`config.mk`:
```
export PLATFORM = sky130hd
export DESIGN_NAME = pwm_duty_feeder
export DESIGN_NICKNAME = d
export VERILOG_FILES = /design/src/rtl/pwm_duty_feeder_pkg.sv /design/src/rtl/pwm_duty_feeder_fifo.sv /design/src/rtl/pwm_duty_feeder.sv
export SDC_FILE = /design/constraint.sdc
export NUM_CORES = 1
export LEC_CHECK = 0
export ABC_CLOCK_PERIOD_IN_PS = 3650
export CELL_PAD_IN_SITES_DETAIL_PLACEMENT = 0
export CELL_PAD_IN_SITES_GLOBAL_PLACEMENT = 1
export CORE_ASPECT_RATIO = 0.8
export CORE_UTILIZATION = 50
export CTS_CLUSTER_SIZE = 24
export DETAILED_ROUTE_END_ITERATION = 7
export DONT_BUFFER_PORTS = 1
export GPL_TIMING_DRIVEN = 0
export PLACE_DENSITY = 0.8
export SYNTH_ARGS = -nofsm -noshare
export SYNTH_HDL_FRONTEND = slang
export SYNTH_SLANG_ARGS = --single-unit
```
`constraint.sdc`:
```
create_clock -name clk_in -period 3.65 [get_ports clk_in]
set_input_delay 0.73 -clock clk_in [delete_from_list [all_inputs] [get_ports clk_in]]
set_output_delay 0.73 -clock clk_in [all_outputs]
set_load 0.02 [all_outputs]
```
`src/rtl/pwm_duty_feeder_pkg.sv`:
```
// Shared constants and types for the PWM duty feeder.
// Defaults match the PWM block counter wrap and sample width.
package pwm_duty_feeder_pkg;

    localparam int FDR_DUTY_W    = 8;
    localparam int FDR_PERIOD    = 256;
    localparam int FDR_DEPTH     = 16;
    localparam int FDR_IDLE_DUTY = 0;

    typedef enum logic [1:0] {
        LOAD_NONE,
        LOAD_SAMPLE,
        LOAD_IDLE,
        LOAD_HOLD
    } load_e;

    function automatic int cnt_width(input int period);
        return (period > 1) ? $clog2(period) : 1;
    endfunction

endpackage

```
`src/rtl/pwm_duty_feeder_fifo.sv`:
```
// Synchronous FIFO with a registered head word for the duty feeder.
// DEPTH must be a power of two; pointers wrap naturally.
module duty_fifo
    import pwm_duty_feeder_pkg::*;
#(
    parameter int W     = FDR_DUTY_W,
    parameter int DEPTH = FDR_DEPTH
) (
    input  logic                     clk_in,
    input  logic                     reset,
    input  logic                     push,
    input  logic                     pop,
    input  logic [W-1:0]             wr_data,
    output logic [W-1:0]             rd_data,
    output logic                     full,
    output logic                     empty,
    output logic [$clog2(DEPTH):0]   count
);

    localparam int AW = $clog2(DEPTH);
    localparam int CW = AW + 1;

    logic [W-1:0]  mem [DEPTH];
    logic [AW-1:0] wr_ptr;
    logic [AW-1:0] rd_ptr;
    logic [AW-1:0] rd_next;
    logic [CW-1:0] count_q;
    logic [W-1:0]  head;
    logic          push_ok;
    logic          pop_ok;

    assign full    = (count_q == CW'(DEPTH));
    assign empty   = (count_q == '0);
    assign push_ok = push && !full;
    assign pop_ok  = pop && !empty;
    assign rd_next = rd_ptr + 1'b1;
    assign count   = count_q;
    assign rd_data = head;

    always_ff @(posedge clk_in) begin
        if (reset) begin
            wr_ptr  <= '0;
            rd_ptr  <= '0;
            count_q <= '0;
        end else begin
            if (push_ok)
                wr_ptr <= wr_ptr + 1'b1;
            if (pop_ok)
                rd_ptr <= rd_next;
            unique case ({push_ok, pop_ok})
                2'b10:   count_q <= count_q + 1'b1;
                2'b01:   count_q <= count_q - 1'b1;
                default: count_q <= count_q;
            endcase
        end
    end

    always_ff @(posedge clk_in) begin
        if (push_ok)
            mem[wr_ptr] <= wr_data;
    end

    // Head always mirrors the oldest entry; a push landing on an
    // emptying FIFO becomes the new head directly.
    always_ff @(posedge clk_in) begin
        if (reset) begin
            head <= '0;
        end else if (pop_ok) begin
            if (count_q == CW'(1))
                head <= wr_data;
            else
                head <= mem[rd_next];
        end else if (empty && push_ok) begin
            head <= wr_data;
        end
    end

endmodule

```
`src/rtl/pwm_duty_feeder.sv`:
```
// Duty feeder: buffers duty samples, loads one into Dato per PWM period.
// FEEDER_HOLD_LAST_EN: underrun keeps the previous Dato instead of IDLE_DUTY.
module pwm_duty_feeder
    import pwm_duty_feeder_pkg::*;
#(
    parameter int DUTY_W    = FDR_DUTY_W,
    parameter int DEPTH     = FDR_DEPTH,
    parameter int PERIOD    = FDR_PERIOD,
    parameter int IDLE_DUTY = FDR_IDLE_DUTY
) (
    input  logic                     clk_in,
    input  logic                     reset,
    input  logic                     run,
    input  logic [DUTY_W-1:0]        din,
    input  logic                     din_valid,
    output logic                     din_ready,
    output logic [DUTY_W-1:0]        Dato,
    output logic                     period_start,
    output logic [$clog2(DEPTH):0]   fifo_count,
    output logic                     underrun,
    input  logic                     clr_underrun
);

    localparam int CNT_W = cnt_width(PERIOD);
    localparam logic [CNT_W-1:0] CNT_LAST = CNT_W'(PERIOD - 1);
    localparam logic [DUTY_W-1:0] IDLE_VAL = DUTY_W'(IDLE_DUTY);

    logic [CNT_W-1:0]  cnt;
    logic              boundary;
    logic              push;
    logic              pop;
    logic              full;
    logic              empty;
    logic [DUTY_W-1:0] head;
    load_e             load_sel;

    assign din_ready = !full && !reset;
    assign push      = din_valid && din_ready;
    assign boundary  = run && (cnt == CNT_LAST);
    assign pop       = boundary && !empty;

    duty_fifo #(
        .W     (DUTY_W),
        .DEPTH (DEPTH)
    ) u_fifo (
        .clk_in  (clk_in),
        .reset   (reset),
        .push    (push),
        .pop     (pop),
        .wr_data (din),
        .rd_data (head),
        .full    (full),
        .empty   (empty),
        .count   (fifo_count)
    );

    always_ff @(posedge clk_in) begin
        if (reset)
            cnt <= '0;
        else if (!run || cnt == CNT_LAST)
            cnt <= '0;
        else
            cnt <= cnt + 1'b1;
    end

    always_comb begin
        load_sel = LOAD_NONE;
        if (boundary) begin
            if (!empty)
                load_sel = LOAD_SAMPLE;
            else
`ifdef FEEDER_HOLD_LAST_EN
                load_sel = LOAD_HOLD;
`else
                load_sel = LOAD_IDLE;
`endif
        end
    end

    always_ff @(posedge clk_in) begin
        if (reset) begin
            Dato <= IDLE_VAL;
        end else begin
            unique case (load_sel)
                LOAD_SAMPLE: Dato <= head;
                LOAD_IDLE:   Dato <= IDLE_VAL;
                LOAD_HOLD:   Dato <= Dato;
                LOAD_NONE:   Dato <= Dato;
                default:     Dato <= Dato;
            endcase
        end
    end

    always_ff @(posedge clk_in) begin
        if (reset)
            period_start <= 1'b0;
        else
            period_start <= boundary;
    end

    // Setting wins over clearing so a coincident boundary is never lost.
    always_ff @(posedge clk_in) begin
        if (reset)
            underrun <= 1'b0;
        else if (boundary && empty)
            underrun <= 1'b1;
        else if (clr_underrun)
            underrun <= 1'b0;
    end

endmodule

```
==> impl_metrics.tcl, run 1 <==
set metrics [dict create \
    status "completed" \
    place_area_um2 7023 \
    leakage_uw 0.002527 \
    first_iter_violations 421 \
    wl_um 15330 \
    setup.worst_path.end_class "flip-flop" \
    first_pass_iters 5 \
    htree_levels 4 \
    cts.repair.resized 1 \
    tightestPinTransition_ns 1.088 \
    clkTransAtPathRegs_ns 0.07 \
    dpl.hpwl_um 10220 \
    die_h_um 106.2 \
    fmax_mhz 294.8 \
    fin_cells 739 \
    final_common_cell "edfxtp_1" \
    cts_root_buf "clkbuf_16" \
    grt_max_degree 18 \
    design.core.area_um2 13060 \
    cts_hold_buf 0 \
    synth.avg_cell_area_um2 12.79 \
    syn_area_um2 6792 \
    critPathArrivalTime_ns 3.43 \
    synth_cells 531 \
    rows 37 \
    slew_violations 0 \
    clockPowerShare_pct 47.4 \
    critical_path_peak_fanout 10 \
    grt_pass1_wl_um 23940 \
    vias_per_cell 5.811 \
    clock_sinks 167 \
    dp_cells 707 \
    routedWlPerCell_um 20.75 \
    p_comb_share_pct 2.1 \
    drc_errors 0 \
    ant_nets 0 \
    p_int_uw 3256 \
    cts_buffer_depth 2 \
    synth_seq_area_share_pct 68.09 \
    power_frac_seq_pct 50.5 \
    vdd_drop_max_uv 389.2 \
    diodes 0 \
    io_buffers 0 \
    antenna_found_initial 0 \
    synth_edf_count 128 \
    num_vias 4294 \
    hold_viol 0 \
    switchingPower_uw 858.1 \
    maxSlewHeadroom_pct 27.19 \
    dieArea_um2 14060 \
    fillers 1026 \
    die_width_um 132.3 \
    period_share_pct 92.93 \
    finalInstanceArea_um2 7674 \
    synth_seq_cells 167 \
    nNetsFinal 575 \
    rsz0062_at_grt "no" \
    power_density_nw_per_um2 536.2 \
    worstSetupPathType "reg2reg" \
    ff_latch_area_um2 4624 \
    gp_congestion 0.7862 \
    grt_pass1_vias 4220 \
    cts_tree "built" \
    yosys_most_used_dff "edfxtp_1" \
    critPathRequiredTime_ns 3.69 \
    synth_fp_nets 555 \
    grt_usage_pct 23.44 \
    initial_core_util_pct 52.02 \
    cts_inserted_buffers 17 \
    drv_cap 0 \
    swShare_pct 20.86 \
    min_period_ns 3.392 \
    cts_setup_buffers 0 \
    syn2layout_area_growth_pct 12.99 \
    start_kind "flip-flop" \
    clk_latency_ns 0.43 \
    grt_overflow 0 \
    worst_hold_path_type "in2reg" \
    drive_gt1_share_pct 12.06 \
    yosys_warnings 0 \
    num_io_pins 29 \
    most-common-layout-cells "edfxtp_1 (128), nand2_1 (101), nand3_1 (52), nor2_1 (46), dfxtp_1 (39)" \
    synth-async-reset-ratio_pct 0 \
    fin_worst_skew_ns 0.01380 \
    synth.distinct_cells 36 \
    setup_viol 0 \
    multiInputGateArea_um2 2031 \
]
-- final cells by class --
| cell class | instances | area share, % |
|---|---|---|
| plain buffers | 24 | 1.533 |
| repair buffers | 1 | 0.09783 |
| flip-flops and latches | 167 | 60.26 |
| clock buffers | 17 | 5.544 |
| well taps | 175 | 2.853 |
| clock inverters | 15 | 2.804 |
| inverters | 9 | 0.4402 |
| multi-input cells | 331 | 26.46 |
-- flip-flops by register name, indices dropped and copies added (netlist names) --
name / count
u_fifo.mem: 128
Dato: 8
cnt: 8
u_fifo.rd_data: 8
u_fifo.count: 5
u_fifo.rd_ptr: 4
u_fifo.wr_ptr: 4
period_start: 1
underrun: 1
-- metrics by stage --
stage | setup slack (ns) | hold WS, ns | util (%) | total power (uW) | setup TNS [ns]
after floorplan | 0.8043 | 0.4263 | - | 2179 | 0
after global placement | -0.02060 | 0.4383 | 53.70 | 2199 | -0.1612
after detailed placement | 0.01505 | 0.4707 | 53.80 | 2205 | 0
after CTS | 0.05594 | 0.3854 | 58.74 | 4127 | 0
after global routing | 0.08409 | 0.3791 | 58.78 | 4207 | 0
final | 0.2582 | 0.3904 | 58.78 | 4114 | 0
-- power by group through the flow --
stage,registers [uW],logic [uW],clock network (uW)
2_1_floorplan,2120,62.6,0
3_3_place_gp,2120,80.2,0
3_5_place_dp,2120,84.7,0
4_1_cts,2080,85.7,1960
5_1_grt,2080,96.1,2030
6_report,2080,85.1,1950
-- worst max-delay path, cell delays in order (launching register included) --
cell and delay, ns:
dfxtp_1 0.57, inv_1 0.12, ha_1 0.28, a31oi_1 0.49
and2_1 0.23, buf_2 0.22, nand2_1 0.20, nor2_1 0.88
-- path summary, 6_finish.rpt --
kind,depth (start not counted),slack [ns],startpoint,to
worst min-delay path,0,0.39,din[2],u_fifo.mem[2][2]$_DFFE_PP_
worst max register to register,7,0.26,u_fifo.count[0]$_SDFFE_PP0P_,u_fifo.mem[7][0]$_DFFE_PP_
worst max-delay path,7,0.26,u_fifo.count[0]$_SDFFE_PP0P_,u_fifo.mem[7][0]$_DFFE_PP_
worst min register to register,1,0.47,cnt[0]$_SDFF_PP0_,cnt[0]$_SDFF_PP0_
-- cell usage after synthesis, types with 8 or more instances --
master       n  area share (%)
edfxtp_1   128              57
nand2_1    101             5.6
nand3_1     52             3.8
nor2_1      46             2.5
dfxtp_1     39              11
a21oi_1     13            0.96
mux4_2      12             4.0
o2111ai_1   12             1.5
clkbuf_1    11            0.61
ha_1        11             2.0
nor3_1      11            0.81
inv_1        9            0.50
xnor2_1      9             1.2
xor2_1       9             1.2
a31oi_1      8            0.74
nand4_1      8            0.74
-- metal layers --
layer | part of all wire, % | global-route usage, % | vias to the layer above
li1 | - | - | 1976
met1 | 46 | 33.93 | 2120
met2 | 45 | 35.00 | 180
met3 | 7.5 | 5.389 | 18
met4 | 1.5 | 7.964 | 0
met5 | 0 | 0 | -
-- cell families (layout without fill, tap and decap cells) --
kind of cell | after synthesis | after routing | synth area share (%)
compound gates | 41 | 41 | 4.016
xor+xnor | 19 | 19 | 2.561
fa+ha+maj | 11 | 11 | 2.026
buf+inv | 33 | 66 | 2.229
flops | 167 | 167 | 68.09
mux | 14 | 14 | 4.274
simple gates | 246 | 246 | 16.80
Power figures use the tool's default switching activity.
==> inputs of run 2 (changes only) <==
--- a/config.mk
+++ b/config.mk
@@ -14,6 +14,7 @@
 export DETAILED_ROUTE_END_ITERATION = 7
 export DONT_BUFFER_PORTS = 1
 export GPL_TIMING_DRIVEN = 0
+export HOLD_SLACK_MARGIN = 0.02
 export PLACE_DENSITY = 0.8
 export SYNTH_ARGS = -nofsm -noshare
 export SYNTH_HDL_FRONTEND = slang
==> results of run 2 <==
The final DEF is identical to that of run 1; final timing and power are the same.
==> inputs of run 3 (changes only) <==
--- a/config.mk
+++ b/config.mk
@@ -15,7 +15,9 @@
 export DONT_BUFFER_PORTS = 1
 export GPL_TIMING_DRIVEN = 0
 export HOLD_SLACK_MARGIN = 0.02
-export PLACE_DENSITY = 0.8
+export PLACE_DENSITY = 0.78
+export SLEW_MARGIN = 20
 export SYNTH_ARGS = -nofsm -noshare
 export SYNTH_HDL_FRONTEND = slang
+export SYNTH_HIERARCHICAL = 1
 export SYNTH_SLANG_ARGS = --single-unit
==> run 3 against run 2 <==
Count of clock-buffer cells in the layout is 3 higher. Sequential cell count unchanged. Setup slack worse by 0.059 ns. Cell count shrank 11%. Hold slack worse by 0.0047 ns. Non-clock buffer count decreased by 3. Synthesized area grew 3.2%. Total power is 1.9% lower. Global-route usage is 2.4 points lower. Final area rose by 3.6%. Critical path type unchanged. Critical endpoint is now u_fifo/mem[13][4]$_DFFE_PP_.
==> impl_metrics.tcl, run 3 <==
set metrics [dict create \
    status "completed" \
    min_period_ns 3.450 \
    syn2layout_area_growth_pct 13.37 \
    first_pass_iters 5 \
    fin_worst_skew_ns 0.01022 \
    vdd_drop_max_uv 363.0 \
    initial_core_util_pct 51.55 \
    synth_top_area_share_pct 54.84 \
    synth_seq_cells 167 \
    design.core.area_um2 13600 \
    largest_register "u_fifo/mem" \
    most-common-layout-cells "edfxtp_1 (128), mux2i_1 (41), dfxtp_1 (38), mux4_2 (24), nor2_1 (22)" \
    hold_viol 0 \
    clk_latency_ns 0.42 \
    num_vias 3717 \
    first_iter_violations 371 \
    grt_max_degree 18 \
    dieArea_um2 14500 \
    num_io_pins 29 \
    leakage_uw 0.002521 \
    routedWlPerCell_um 21.21 \
    synth_most_common_cell "edfxtp_1" \
    final_common_cell "edfxtp_1" \
    io_buffers 0 \
    setup.worst_path.end_class "flip-flop" \
    syn_area_um2 7009 \
    synth_cells 442 \
    synth_top_cell_by_area "edfxtp_1" \
    fmax_mhz 289.8 \
    worst_hold_path_type "in2reg" \
    cts_tree "built" \
    rows 38 \
    dp_worst_setup_slack_ns -0.05585 \
    cts_root_buf "clkbuf_16" \
    setup_viol 0 \
    rsz0062_at_grt "yes" \
    synth-async-reset-ratio_pct 0 \
    diodes 0 \
    synth.avg_cell_area_um2 15.86 \
    synth_fp_nets 466 \
    worstSetupPathType "reg2reg" \
    grt_usage_pct 21.01 \
    yosys_most_used_dff "edfxtp_1" \
    grt_pass1_wl_um 21390 \
    wl_um 13890 \
    power_density_nw_per_um2 508.0 \
    slew_violations 0 \
    drc_errors 0 \
    synth_seq_area_share_pct 65.98 \
    synth.distinct_cells 50 \
    vias_per_cell 5.675 \
    cts_hold_buf 0 \
    die_h_um 107.9 \
    post-route-util_pct 58.44 \
    clock_sinks 167 \
    largest_register_ffs 128 \
    cts_inserted_buffers 17 \
    synth_common_cells "edfxtp_1 (128), mux2i_1 (41), dfxtp_1 (39), nor2_1 (31), mux4_2 (24)" \
    period_share_pct 94.53 \
    grt_overflow 0 \
    gp_congestion 0.7579 \
    critPathArrivalTime_ns 3.50 \
    holdWs_ns 0.3858 \
    critical_path_peak_fanout 8 \
    antenna_found_initial 0 \
    yosys_warnings 6 \
    dpl.hpwl_um 9015 \
    tightestPinTransition_ns 0.9183 \
    yosys-top-cells-area "edfxtp_1 (55%), dfxtp_1 (11%), mux4_2 (7.7%)" \
    ant_nets 0 \
    nNetsFinal 488 \
    drive_gt1_share_pct 22.74 \
    htree_levels 4 \
    cts_buffer_depth 2 \
    start_kind "flip-flop" \
    worst_slack_ns 0.1996 \
    clkTransAtPathRegs_ns 0.06 \
    die_width_um 134.4 \
    synth_edf_count 128 \
    grt_pass1_vias 3737 \
    drv_cap 0 \
    maxSlewHeadroom_pct 38.56 \
    critPathRequiredTime_ns 3.70 \
]
-- run 3: changes by cell type in the layout (fill, tap and decap cells not counted), sizes merged, moves of 6 or more --
cell | before | now
a31oi | 8 | 1
nor3b | 0 | 9
mux4 | 12 | 24
or2b | 0 | 7
o2111ai | 12 | 0
mux2i | 2 | 41
inv | 15 | 9
o22ai | 0 | 8
nand3 | 52 | 8
nor2 | 47 | 31
mux2 | 0 | 9
nand2 | 101 | 19
-- run 3: cell families after synthesis --
family,share of synthesized area (%)
adders and majority gates,1.964
buffers and inverters,2.588
DFF,65.98
xor gates and xnor gates,2.107
and+or+nand+nor,9.925
AOI/OAI and AO/OA,2.374
muxes,15.07
-- run 3: per-stage QoR --
step	instance area (um^2)	total power, uW	instances	TNS (ns)
CTS	7878	4061	652	-0.4328
global route	7946	4162	655	-0.3878
detailed placement	7254	2198	622	-0.6393
finish	7946	4037	655	0
floorplan	7009	2178	442	0
global placement	7234	2197	622	-6.719
-- run 3: repair_timing --
item | 4_1_cts | 5_1_grt
hold endpoints to repair | 0 | 0
gates resized for setup | 3 | 10
setup buffers | 0 | 3
pin swaps | 0 | 2
endpoints found under the setup margin | 40 | 99
-- run 3: final timing paths --
kind | from | to | slack (ns) | cells after the start
hold / removal | reset | u_fifo/rd_data[7]$_SDFFE_PP0P_ | 0.39 | 1
setup / recovery | u_fifo/count[1]$_SDFFE_PP0P_ | u_fifo/mem[13][4]$_DFFE_PP_ | 0.20 | 10
setup reg to reg | u_fifo/count[1]$_SDFFE_PP0P_ | u_fifo/mem[13][4]$_DFFE_PP_ | 0.20 | 10
hold reg to reg | cnt[0]$_SDFF_PP0_ | cnt[0]$_SDFF_PP0_ | 0.47 | 1
-- run 3: power breakdown --
part	internal, uW	switching [uW]
logic	37.9	50.2
clock network	1200	672
registers	2060	14.0
-- run 3: final cells by class --
type	instances	area, um^2
plain buffers	19	142.6
clock buffers	20	436.7
clock inverters	10	178.9
fillers	1059	5652
inverters	10	38.79
multi-input cells	246	2263
flip-flops and latches	167	4626
well taps	180	225.2
repair buffers	3	35.03
-- run 3: per-layer routing --
metal  GRT usage, %  share of wire, %  vias to the layer above
met4          8.106               1.6                        0
met2          31.61                47                       91
met3          5.603               6.0                       20
met1          29.34                45                     1865
met5              0                 0                        -
li1               -                 -                     1741
-- run 3: worst max-delay path: stages, from the launching register on --
cell,delay [ns]
dfxtp_1,0.51
inv_1,0.16
ha_1,0.27
nand4bb_1,0.22
inv_1,0.08
nor2_2,0.25
and2_1,0.29
and2_1,0.16
clkbuf_1,0.24
nand2_1,0.24
nor2_1,0.66
